--- src/rtl/regfile_wb_arbiter.sv ---
// regfile_wb_arbiter
//   Shares the single register-file write port between the in-order pipeline
//   writeback (P) and the multicycle mul/div unit (M). P normally wins, but M
//   takes the port after being refused STARVE_LIMIT consecutive cycles. A
//   32-entry scoreboard marks registers whose M result is still outstanding so
//   decode can stall on RAW hazards and avoid double-issuing to one register.
//
// Ports
//   clk, rst                  clock, synchronous active-high reset
//   p_valid/p_ready/p_dest/p_data   pipeline writeback handshake
//   m_valid/m_ready/m_dest/m_data   M-unit result handshake
//   iss_valid/iss_dest/iss_ready    M-instruction issue from decode
//   src_a/src_b -> busy_a/busy_b    decode source hazard flags
//   rf_load/rf_dest/rf_in           register file write port
module regfile_wb_arbiter #(
  parameter int STARVE_LIMIT = 4,
  parameter int XLEN         = 32
) (
  input  logic            clk,
  input  logic            rst,
  input  logic            p_valid,
  output logic            p_ready,
  input  logic [4:0]      p_dest,
  input  logic [XLEN-1:0] p_data,
  input  logic            m_valid,
  output logic            m_ready,
  input  logic [4:0]      m_dest,
  input  logic [XLEN-1:0] m_data,
  input  logic            iss_valid,
  input  logic [4:0]      iss_dest,
  output logic            iss_ready,
  input  logic [4:0]      src_a,
  input  logic [4:0]      src_b,
  output logic            busy_a,
  output logic            busy_b,
  output logic            rf_load,
  output logic [4:0]      rf_dest,
  output logic [XLEN-1:0] rf_in
);

  localparam int CW = $clog2(STARVE_LIMIT + 1);

  logic [CW-1:0] wait_cnt_q, wait_cnt_d;
  logic [31:0]   pending_q, pending_d;
  logic          starve;
  logic          m_grant;
  logic          p_grant;
  logic          iss_set;

  assign starve = (wait_cnt_q == CW'(STARVE_LIMIT));

  // Grants are forced low while in reset so nothing is handshaken then.
  assign m_grant = !rst && m_valid && (!p_valid || starve);
  assign p_grant = !rst && p_valid && !m_grant;

  assign m_ready = m_grant;
  assign p_ready = p_grant;

  // A same-cycle M commit to the register frees it, so issue/read need not
  // wait for the scoreboard update at the edge (write-through read path).
  assign iss_ready = !rst && ((iss_dest == 5'd0) || !pending_q[iss_dest] ||
                              (m_grant && (m_dest == iss_dest)));
  assign busy_a    = !rst && pending_q[src_a] && !(m_grant && (m_dest == src_a));
  assign busy_b    = !rst && pending_q[src_b] && !(m_grant && (m_dest == src_b));

  assign iss_set   = iss_valid && iss_ready && (iss_dest != 5'd0);

  always_comb begin
    rf_load = 1'b0;
    rf_dest = 5'd0;
    rf_in   = '0;
    if (m_grant) begin
      rf_load = (m_dest != 5'd0);
      rf_dest = m_dest;
      rf_in   = m_data;
    end else if (p_grant) begin
      rf_load = (p_dest != 5'd0);
      rf_dest = p_dest;
      rf_in   = p_data;
    end
  end

  always_comb begin
    wait_cnt_d = wait_cnt_q;
    if (!m_valid || m_grant) begin
      wait_cnt_d = '0;
    end else if (!starve) begin
      wait_cnt_d = wait_cnt_q + CW'(1);
    end
  end

  // Clear first, then set, so a re-issue in the commit cycle keeps the bit.
  always_comb begin
    pending_d = pending_q;
    if (m_grant) begin
      pending_d[m_dest] = 1'b0;
    end
    if (iss_set) begin
      pending_d[iss_dest] = 1'b1;
    end
    pending_d[0] = 1'b0;
  end

  always_ff @(posedge clk) begin
    if (rst) begin
      wait_cnt_q <= '0;
      pending_q  <= '0;
    end else begin
      wait_cnt_q <= wait_cnt_d;
      pending_q  <= pending_d;
    end
  end

endmodule

--- config.mk ---
export PLATFORM = sky130hd
export DESIGN_NAME = regfile_wb_arbiter
export DESIGN_NICKNAME = d
export VERILOG_FILES = /design/src/rtl/regfile_wb_arbiter.sv
export SDC_FILE = /design/constraint.sdc
export NUM_CORES = 1
export LEC_CHECK = 0
export BUFFER_PORTS_ARGS = -buffer_cell sky130_fd_sc_hd__buf_2
export CAP_MARGIN = 40
export CORE_MARGIN = 2
export CORE_UTILIZATION = 49
export DETAILED_ROUTE_END_ITERATION = 6
export PLACE_DENSITY = 0.82
export SLEW_MARGIN = 0
export SYNTH_ARGS = -nofsm -noshare
export SYNTH_HDL_FRONTEND = slang
export SYNTH_SLANG_ARGS = --single-unit
export TNS_END_PERCENT = 20
--- constraint.sdc ---
create_clock -name clk -period 2.4 [get_ports clk]
set_input_delay 0.12 -clock clk [delete_from_list [all_inputs] [get_ports clk]]
set_output_delay 0.12 -clock clk [all_outputs]
set_load 0.01 [all_outputs]
==> flow_summary.ini <==
[outcome]
outcome = complete, no violations

[clock_network]
cts-root-buf = clkbuf_8
cts_tree = done
clkSlewWorstSetupHoldPaths_ns = 0.07
cts_made_buffers = 5
htree_levels = 2
cts_buffer_depth = 2
clk_latency_ns = 0.28
cts.sinks = 34
hold_buffers = 0

[detailed_routing]
drtIter0Drc = 372
num_vias = 3401
wirelength_um = 10600
ant_nets = 0
drt-wirelength-per-cell_um = 19.6
route.detailed.drc = 0
routed_via_density = 6.29
drtPass1Iterations = 6

[sta]
max_slew_margin_pct = 67.4
slew_violations = 0
holdWs_ns = 0.119
fin_crit_sh_pct = 91.6
fin_setup_tns_ns = 0
finalCriticalPeriod_ns = 2.20
worst_pin_slew_ns = 0.489
fmax_mhz = 455
rsz0062_at_grt = no
hold_viol_final = 0
fin_worst_skew_ns = 0.00652
setup_viol = 0

[pwr]
powerDensity_mw_per_mm2 = 373
max-vdd-ir-drop_v = 0.000296
finalPower_uw = 1430
p_leak_uw = 0.00164

[synth]
synth_common_cells = o21ai_0, a22o_1, dfxtp_1
synth_cell_types = 55
syn_area_mm2 = 0.00312
synth_top_family_by_area = compound AO/OA/AOI/OAI gates
yosysTopAreaCell = dfxtp_1
synth_adder_area_share_pct = 0.803
synth_xor_area_share_pct = 4.22
synthMuxAreaShare_pct = 19.8
synthTopCellsByArea = dfxtp_1, mux4_2, a22o_1
synth_compound_area_share_pct = 24.2
synth_top_area_share_pct = 21.8
synth_area_per_cell_um2 = 9.08
yosys.area_share.simple_pct = 21.2
async_flop_share_pct = 0
synth_edf_count = 0
ys_seq_elements = 34
synth_cells = 343
synth.most_common_cell = o21ai_0
syn_nets = 439
synthFlopType = dfxtp_1
yosysSeqAreaShare_pct = 21.8
yosysWarningCount = 0

[critical_path]
worst-setup-path-type = reg2out
critPathArrivalTime_ns = 2.08
crit_fanout = 9
end_kind = primary output
timing.rr.end = pending_q[3]
crit_start = wait_cnt_q[0]
worstPathRequired_ns = 2.28
startpoint_type = flop
regToRegSetupSlack_ns = 0.24
r2r_cells = 9
crit_end = iss_ready
r2r_start = wait_cnt_q[0]

[final_layout]
layout-drive-gt1-share_pct = 41.6
areaGrowthSynthToFinish_pct = 23.2
layout.nets = 559
final-seq-area_um2 = 681
diodes = 0
multi_input_area_mm2 = 0.00219
fillerInstances = 564

[placement]
io_buffer_count = 136
place_congestion = 0.902
dpl.hpwl_um = 7880

[floorplan]
pin_count = 137
start_util_pct = 49.9
coreArea_mm2 = 0.00624
num_rows = 29
dieArea_mm2 = 0.00701
dieHeight_um = 83.7
fp.dieW_um = 83.7

[grt]
grt_first_pass_wirelength_um = 16300
antenna_found_initial = 0
grt_pass1_vias = 3223
grtUsageTotal_pct = 29.2
grt_max_degree = 37
overflow = 0

[min_path]
min_path_type = in2reg

[job]
max_cap_viol_count = 0
==> power by group <==
| group | internal (uW) | switching, uW | total [uW] | leakage [uW] |
|---|---|---|---|---|
| clock network | 231 | 219 | 450 | 0.0000472 |
| registers | 570 | 6.17 | 576 | 0.000274 |
| logic | 185 | 222 | 407 | 0.00132 |
| total | 985 | 448 | 1430 | 0.00164 |
==> per-stage QoR <==
step | utilization, % | instance area [um2] | setup slack, ns | instances
floorplan | - | 3120 | 0.539 | 343
global placement | 59.9 | 3740 | 0.320 | 533
detailed placement | 59.9 | 3740 | 0.235 | 533
CTS | 61.4 | 3830 | 0.0259 | 541
global route | 61.5 | 3840 | 0.0600 | 541
finish | 61.5 | 3840 | 0.201 | 541
==> routing by layer <==
layer	vias to the layer above	track usage, %	wire length, um
li1	1531	-	-
met1	1603	35.3	3860
met2	232	50.3	5290
met3	35	7.72	1170
met4	0	10.1	309
met5	-	0	0
==> registers in the layout (all words and copies together) (netlist names) <==
signal / flops
pending_q: 31
wait_cnt_q: 3
==> critical path: stages (launching register included) <==
cell	delay, ns
dfxtp_1	0.33
inv_1	0.06
ha_1	0.16
nand2_1	0.08
a21o_2	0.29
nor4_4	0.37
nor2_1	0.14
a21oi_1	0.20
buf_2	0.16
==> cells in the final DEF (no fill, tap or decap), types with 4 or more instances in the layout <==
cell	instances
inv_1	5
xnor2_1	7
buf_2	136
nor2_1	11
nand3b_1	21
xor2_1	8
clkbuf_8	6
a22o_1	37
dfxtp_1	34
nand3_1	4
o21ai_0	42
nand2_1	28
nor2b_1	15
buf_4	10
mux4_2	18
mux2i_1	19
o21ai_1	7
==> cell families (layout without fill, tap and decap cells) <==
kind of cell,after synthesis,after routing
XOR/XNOR,15,15
multiplexers,39,39
AND/OR/NAND/NOR,109,109
flip-flops,34,34
buffers and inverters,38,159
AO/OA/AOI/OAI,106,106
adder cells (fa/ha/maj),2,2
==> repair_timing <==
action                     in CTS  in global routing
resized for setup               0                  2
buffers inserted                0                  0
setup endpoints to repair       0                 34
==> area by class of cell <==
cell class              count  share of cell area, %
inverters                   5                  0.489
clock buffers               6                   2.15
multi-input cells         271                   57.1
clock inverters             2                  0.326
flip-flops and latches     34                   17.7
repair buffers            146                   19.7
well taps                  77                   2.51
==> worst min-delay path by stage <==
stage                 start       endpoint  slack [ns]  cells after the start
detailed placement  m_valid  wait_cnt_q[2]        0.42                      3
CTS                 m_valid  wait_cnt_q[0]        0.12                      3
global route        m_valid  wait_cnt_q[0]        0.13                      3
finish              m_valid  wait_cnt_q[0]        0.12                      3
global placement    m_valid  wait_cnt_q[2]        0.41                      3
floorplan           m_valid  wait_cnt_q[2]        0.26                      2
Power figures use the tool's default switching activity.
